`src/rtl/mem_pkg.sv`:
```
// mem_pkg: shared definitions for the data memory controller.
//   - Access size encodings carried on req_size (byte / half / word / reserved).
//   - Controller FSM state type.
//   - misaligned(): alignment rule for a given size and low address bits.
package mem_pkg;

    localparam logic [1:0] SZ_B    = 2'b00;
    localparam logic [1:0] SZ_H    = 2'b01;
    localparam logic [1:0] SZ_W    = 2'b10;
    localparam logic [1:0] SZ_RSVD = 2'b11;

    typedef enum logic [1:0] {
        S_IDLE = 2'd0,
        S_WAIT = 2'd1,
        S_RESP = 2'd2
    } state_t;

    // Reserved size is reported as misaligned so it folds into the error path.
    function automatic logic misaligned(input logic [1:0] size, input logic [1:0] lo);
        logic bad;
        case (size)
            SZ_B:    bad = 1'b0;
            SZ_H:    bad = lo[0];
            SZ_W:    bad = (lo != 2'b00);
            default: bad = 1'b1;
        endcase
        return bad;
    endfunction

endpackage

```
`src/rtl/dmem_lane.sv`:
```
// dmem_lane: combinational little-endian lane formatting.
//   size, ld_unsigned : access size and load extension mode
//   lane              : addr[1:0] of the access
//   st_data           : right-aligned store data
//   rd_word           : 32-bit word currently held in storage
//   byte_en           : per-byte write enables for the store
//   st_word           : store data replicated onto every candidate lane
//   ld_data           : extracted and extended load result
module dmem_lane
    import mem_pkg::*;
(
    input  logic [1:0]  size,
    input  logic        ld_unsigned,
    input  logic [1:0]  lane,
    input  logic [31:0] st_data,
    input  logic [31:0] rd_word,
    output logic [3:0]  byte_en,
    output logic [31:0] st_word,
    output logic [31:0] ld_data
);

    logic        [7:0]  ld_byte;
    logic        [15:0] ld_half;
    logic signed [31:0] ld_byte_sx;
    logic signed [31:0] ld_half_sx;

    always_comb begin
        ld_byte    = rd_word[{lane, 3'b000} +: 8];
        ld_half    = lane[1] ? rd_word[31:16] : rd_word[15:0];
        ld_byte_sx = {{24{ld_byte[7]}}, ld_byte};
        ld_half_sx = {{16{ld_half[15]}}, ld_half};
    end

    // Store data is replicated across lanes; byte_en alone picks what lands.
    always_comb begin
        byte_en = 4'b0000;
        st_word = '0;
        ld_data = '0;
        case (size)
            SZ_B: begin
                byte_en = 4'b0001 << lane;
                st_word = {4{st_data[7:0]}};
                ld_data = ld_unsigned ? {24'b0, ld_byte} : ld_byte_sx;
            end
            SZ_H: begin
                byte_en = lane[1] ? 4'b1100 : 4'b0011;
                st_word = {2{st_data[15:0]}};
                ld_data = ld_unsigned ? {16'b0, ld_half} : ld_half_sx;
            end
            SZ_W: begin
                byte_en = 4'b1111;
                st_word = st_data;
                ld_data = rd_word;
            end
            default: begin
                byte_en = 4'b0000;
                st_word = '0;
                ld_data = '0;
            end
        endcase
    end

endmodule

```
`src/rtl/data_mem_ctrl.sv`:
```
// data_mem_ctrl: single-outstanding data memory controller with
// configurable access latency and byte/half/word loads and stores.
//   clk, reset (async, active-low)
//   req_valid/req_ready   : request handshake; req_ready high only when idle
//   req_we, req_size, req_unsigned, req_addr, req_wdata : request fields
//   rsp_valid/rsp_ready   : response handshake; response held until taken
//   rsp_rdata, rsp_err    : load result (0 on store/error) and error flag
// Storage is not reset. Stores commit and loads sample storage on the edge
// that enters RESP, so a request abandoned by reset never writes.
module data_mem_ctrl
    import mem_pkg::*;
#(
    parameter int DEPTH_WORDS = 64,
    parameter int WAIT_CYCLES = 1
) (
    input  logic        clk,
    input  logic        reset,
    input  logic        req_valid,
    output logic        req_ready,
    input  logic        req_we,
    input  logic [1:0]  req_size,
    input  logic        req_unsigned,
    input  logic [31:0] req_addr,
    input  logic [31:0] req_wdata,
    output logic        rsp_valid,
    input  logic        rsp_ready,
    output logic [31:0] rsp_rdata,
    output logic        rsp_err
);

    localparam int         AW        = $clog2(DEPTH_WORDS);
    localparam logic [2:0] WAIT_LAST = (WAIT_CYCLES > 0) ? 3'(WAIT_CYCLES - 1) : 3'd0;

    state_t      state, state_nx;
    logic [2:0]  cnt, cnt_nx;
    logic        accept;
    logic        enter_resp;

    logic        we_q;
    logic [1:0]  size_q;
    logic        uns_q;
    logic [31:0] addr_q;
    logic [31:0] wdata_q;

    // Active request: live inputs while idle (needed for the zero-wait path,
    // where the accepting edge is also the RESP-entry edge), latched otherwise.
    logic        a_we;
    logic [1:0]  a_size;
    logic        a_uns;
    logic [31:0] a_addr;
    logic [31:0] a_wdata;
    logic        a_err;
    logic [AW-1:0] idx;

    logic [31:0] mem [DEPTH_WORDS];
    logic [31:0] rd_word;
    logic [3:0]  byte_en;
    logic [31:0] st_word;
    logic [31:0] ld_data;

    assign req_ready = (state == S_IDLE);
    assign accept    = req_valid & req_ready;

    always_comb begin
        if (state == S_IDLE) begin
            a_we    = req_we;
            a_size  = req_size;
            a_uns   = req_unsigned;
            a_addr  = req_addr;
            a_wdata = req_wdata;
        end else begin
            a_we    = we_q;
            a_size  = size_q;
            a_uns   = uns_q;
            a_addr  = addr_q;
            a_wdata = wdata_q;
        end
    end

    // Any address bit above the word index means the word is out of range.
    assign a_err   = misaligned(a_size, a_addr[1:0]) | (a_addr[31:AW+2] != '0);
    assign idx     = a_addr[AW+1:2];
    assign rd_word = mem[idx];

    dmem_lane u_lane (
        .size        (a_size),
        .ld_unsigned (a_uns),
        .lane        (a_addr[1:0]),
        .st_data     (a_wdata),
        .rd_word     (rd_word),
        .byte_en     (byte_en),
        .st_word     (st_word),
        .ld_data     (ld_data)
    );

    always_ff @(posedge clk or negedge reset) begin
        if (!reset) begin
            state <= S_IDLE;
            cnt   <= 3'd0;
        end else begin
            state <= state_nx;
            cnt   <= cnt_nx;
        end
    end

    always_comb begin
        state_nx   = state;
        cnt_nx     = cnt;
        enter_resp = 1'b0;
        case (state)
            S_IDLE: begin
                if (accept) begin
                    if (WAIT_CYCLES == 0) begin
                        state_nx   = S_RESP;
                        enter_resp = 1'b1;
                    end else begin
                        state_nx = S_WAIT;
                        cnt_nx   = 3'd0;
                    end
                end
            end
            S_WAIT: begin
                if (cnt == WAIT_LAST) begin
                    state_nx   = S_RESP;
                    enter_resp = 1'b1;
                    cnt_nx     = 3'd0;
                end else begin
                    cnt_nx = cnt + 3'd1;
                end
            end
            S_RESP: begin
                if (rsp_ready) state_nx = S_IDLE;
            end
            default: state_nx = S_IDLE;
        endcase
    end

    always_ff @(posedge clk or negedge reset) begin
        if (!reset) begin
            rsp_valid <= 1'b0;
            rsp_err   <= 1'b0;
            rsp_rdata <= '0;
        end else if (enter_resp) begin
            rsp_valid <= 1'b1;
            rsp_err   <= a_err;
            rsp_rdata <= (a_err || a_we) ? 32'd0 : ld_data;
        end else if (state == S_RESP && rsp_ready) begin
            rsp_valid <= 1'b0;
            rsp_err   <= 1'b0;
            rsp_rdata <= '0;
        end
    end

    always_ff @(posedge clk) begin
        if (accept) begin
            we_q    <= req_we;
            size_q  <= req_size;
            uns_q   <= req_unsigned;
            addr_q  <= req_addr;
            wdata_q <= req_wdata;
        end
    end

    always_ff @(posedge clk) begin
        if (enter_resp && a_we && !a_err) begin
            for (int b = 0; b < 4; b++) begin
                if (byte_en[b]) mem[idx][8*b +: 8] <= st_word[8*b +: 8];
            end
        end
    end

endmodule

```
`config.mk`:
```
export PLATFORM = sky130hd
export DESIGN_NAME = data_mem_ctrl
export DESIGN_NICKNAME = d
export VERILOG_FILES = /design/src/rtl/mem_pkg.sv /design/src/rtl/dmem_lane.sv /design/src/rtl/data_mem_ctrl.sv
export SDC_FILE = /design/constraint.sdc
export NUM_CORES = 2
export LEC_CHECK = 0
export CORE_MARGIN = 2
export CORE_UTILIZATION = 45
export CTS_BUF_LIST = sky130_fd_sc_hd__clkbuf_16
export DETAILED_ROUTE_END_ITERATION = 6
export GPL_ROUTABILITY_DRIVEN = 0
export SYNTH_ARGS = -nofsm -noshare
export SYNTH_HDL_FRONTEND = slang
export SYNTH_HIERARCHICAL = 1
export SYNTH_SLANG_ARGS = --single-unit
```
`constraint.sdc`:
```
create_clock -name clk -period 4.99 [get_ports clk]
set_clock_uncertainty 0.1 [all_clocks]
set_input_delay 0.998 -clock clk [delete_from_list [all_inputs] [get_ports clk]]
set_output_delay 0.998 -clock clk [all_outputs]
set_load 0.005 [all_outputs]
```
==> results.md <==
- Root Buffer: clkbuf_16
- Crit path to: rsp_rdata[7]
- Core Area: 187200 µm²
- Register bit total from synthesis: 2155
- Share of flip-flops with an asynchronous set or reset: 1.810%
- Die Ht: 437.3 µm
- Dpl cells: 8605
- Largest fanout on the critical path: 12
- Number of global-route vias before repair: 55260
- Hold Crit Class: in -> async
- Final Net Count: 6406
- Hold buffer count at CTS: 0
- Simple logic cell fraction of the synthesized area: 6.745%
- Multi-input logic area: 18800 µm²
- Clock latency on the worst-skew pair: 0.88 ns
- Initial antenna violation count: 14
- Number of fill cells: 15000
- Endpoints failing hold: 0
- Outcome: finished, violations left
- Worst setup path start: req_addr[4]
- Syn. warnings: 6
- Via count: 58350
- Max clock buf depth: 3
- CP Data Required Time: 5.65 ns
- Max-Cap Viols: 0
- Post-Syn Instances: 5481
- Routed WL: 297500 µm
- DRC: 4
- Row count: 159
- Distinct cell type count after synthesis: 73
- Starting density of the core: 45.14%
- Relative slew slack: 1.701%
- Non-Filler Instances: 9016
- Synthesized area per cell: 15.42 µm²
- P per Cell Area: 595.2 nW/µm²
- Io pins: 107
- Multiplexer area fraction after synthesis: 2.951%
- Detailed placement HPWL: 200500 µm
- Clock sink count: 2155
- Synth Area in XOR/XNOR: 0%
- Critical path capture point type: register
- Largest net degree at the start of global routing: 69
- Synth Flop Type: edfxtp_1
- TritonCTS buffer count: 214
- Achievable Freq: 200.4 MHz
- Number of buffers added on ports: 106
- Max VDD drop: 527.1 µV
- Avg Vias per Cell: 6.472
- Initial DRC count: 9594
- Kind of critical path: in -> reg
- Worst-Margin Slew: 1.471 ns
- Sequential cell area fraction in the yosys report: 76.35%
- Synth Area in Compound Gates: 11.68%
- R2R setup slack: 0.03 ns
- Synthesized net count: 5555
- Mapped Area: 84500 µm²
- Final min period: 4.989 ns
- DRT antenna net count: 0
- Die width: 437.3 µm
- DR pass1 iterations: 7
- H-tree depth: 4
- Reg2reg start: state[1]
- Register area: 64520 µm²
- GR Overflow Total: 0
- CTS tree: done
- Setup violations, final: 0
- Startpoint class of the critical path: input pin
- Wirelength per Cell: 33.00 µm
- Reg2Reg Depth: 15
- Layout cells sized above 1: 22.28%
- Largest family of logic cells by synthesized area: compound AO/OA/AOI/OAI gates
- Worst path arrival time: 5.65 ns
- First-pass GRT wire length: 417900 µm
- Setup TNS: 0 ns
- Area growth syn-to-layout: 20.98%
- Pins Over Slew Limit: 0
- Crit share post-route: 99.98%
- Failing checks: design-rule violations
- EDFF count, synth: 2116
- Adder-cell area share of the yosys netlist: 0.02962%
- CTS clk-pin slew, worst paths: 0.06 ns
- Tot GR Track Use: 30.55%
- Leak: 0.03442 µW
- Die area: 191300 µm²
- RR Endpoint: rsp_rdata[7]
-- power by group --
group	internal (µW)	switching (µW)	leakage, µW
registers	24200	81.6	0.0198
clock network	8490	6850	0.00345
logic	6040	15200	0.0112
-- worst min-delay path by stage --
stage | cells after the start | slack, ns | from | end
floorplan | 1 | 0.37 | rsp_valid | rsp_valid
global route | 1 | 0.23 | reset | rsp_rdata[17]
detailed placement | 1 | 0.38 | rsp_valid | rsp_valid
finish | 1 | 0.18 | reset | rsp_rdata[15]
global placement | 1 | 0.37 | rsp_valid | rsp_valid
CTS | 1 | 0.15 | reset | rsp_rdata[17]
-- cells by family after synthesis --
| logic type | Yosys count |
|---|---|
| AND/OR/NAND/NOR | 1215 |
| AO/OA/AOI/OAI | 1438 |
| multiplexers | 236 |
| flip-flops | 2155 |
| adder cells (fa/ha/maj) | 2 |
| buffers and inverters | 435 |
-- critical path: stages --
cell and delay (ns):
clkdlybuf4s50_1 0.63, buf_4 0.28, nand2b_1 0.27, o22ai_4 0.13, buf_12 0.21, buf_4 0.20
a222oi_1 0.46, a21oi_1 0.21, a2111oi_0 0.69, buf_4 0.24, nand4_1 0.10, buf_4 0.20
mux2_2 0.32, a221o_1 0.32, o21a_1 0.17, a22o_1 0.18
-- per-stage QoR --
stage / utilization, % / area, µm² / power, µW / hold WS [ns] / setup WS (ns)
final: 54.61 / 102200 / 60850 / 0.1797 / 0.0008069
after global placement: 51.02 / 95500 / 44840 / 0.3660 / -1.096
after global routing: 54.60 / 102200 / 62100 / 0.2321 / -0.04962
after CTS: 54.55 / 102100 / 60170 / 0.1518 / 0.002972
after detailed placement: 51.02 / 95500 / 45050 / 0.3790 / -1.128
after floorplan: - / 84500 / 33640 / 0.3740 / 0.4798
-- synth_stat cells, types with 85 or more instances --
cell type,number,area share [%]
a21oi_1,227,1.3
a221oi_1,99,1.0
a222oi_1,124,1.5
a22o_1,88,0.91
a22oi_1,211,1.9
buf_2,133,0.79
clkbuf_1,216,0.96
edfxtp_1,2116,75
mux2_2,85,1.1
mux2i_1,146,1.7
nand2_1,552,2.5
nand4_1,112,0.83
nor2_1,96,0.43
nor3_1,240,1.4
o21ai_0,386,2.3
-- timing repair --
action | CTS | global route
setup buffers | 1 | 2
pin swaps | 2 | 5
resized for setup | 3 | 10
setup endpoints to repair | 6 | 26
hold endpoints to repair | 0 | 0
-- registers in the layout, summed over array words and instances (netlist names), 2 cells and up --
register and cells:
cnt 3, rsp_rdata 32, state 2, mem 2048
addr_q 32, wdata_q 32, size_q 2
-- layout by cell type, fill, tap and decap left out, drive strengths merged, types with 10 or more instances in the layout --
cell              n
clkdlybuf4s50   104
inv              85
and2             12
a222oi          124
nor3            240
nor4             21
a21oi           229
nand2           553
nand4           112
a22oi           212
a221oi           99
o22a             36
a21o             13
mux2i           146
o21a             13
nor2b            14
a211oi           20
a22o             88
clkbuf          219
dfrtp            39
buf             944
or4              10
or2              15
clkinv           94
a2111oi          13
edfxtp         2116
a31oi            79
mux2             90
a2bb2oi          23
and3             18
o21ai           390
nand4b           11
o211ai           44
bufinv           12
o22ai            16
nor2             96
nand3            78
-- routing by layer --
metal  vias to the layer above  track usage, %  part of all wire, %
li1                      23770               -                    -
met1                     29570           41.88                   38
met2                      4299           45.91                   44
met3                       705           7.638                   13
met4                        10           14.29                  5.1
met5                         -               0                0.024
-- layout make-up --
type	count	area share, %
tap	2495	3.054
antenna	9	0.02203
timing repair buffer	1050	8.893
clock inverter	178	1.115
clock buffer	218	5.336
sequential	2155	63.11
multi-input combinational	2891	18.39
inverter	20	0.07833
Note: power is estimated with default switching activity, not from simulation.
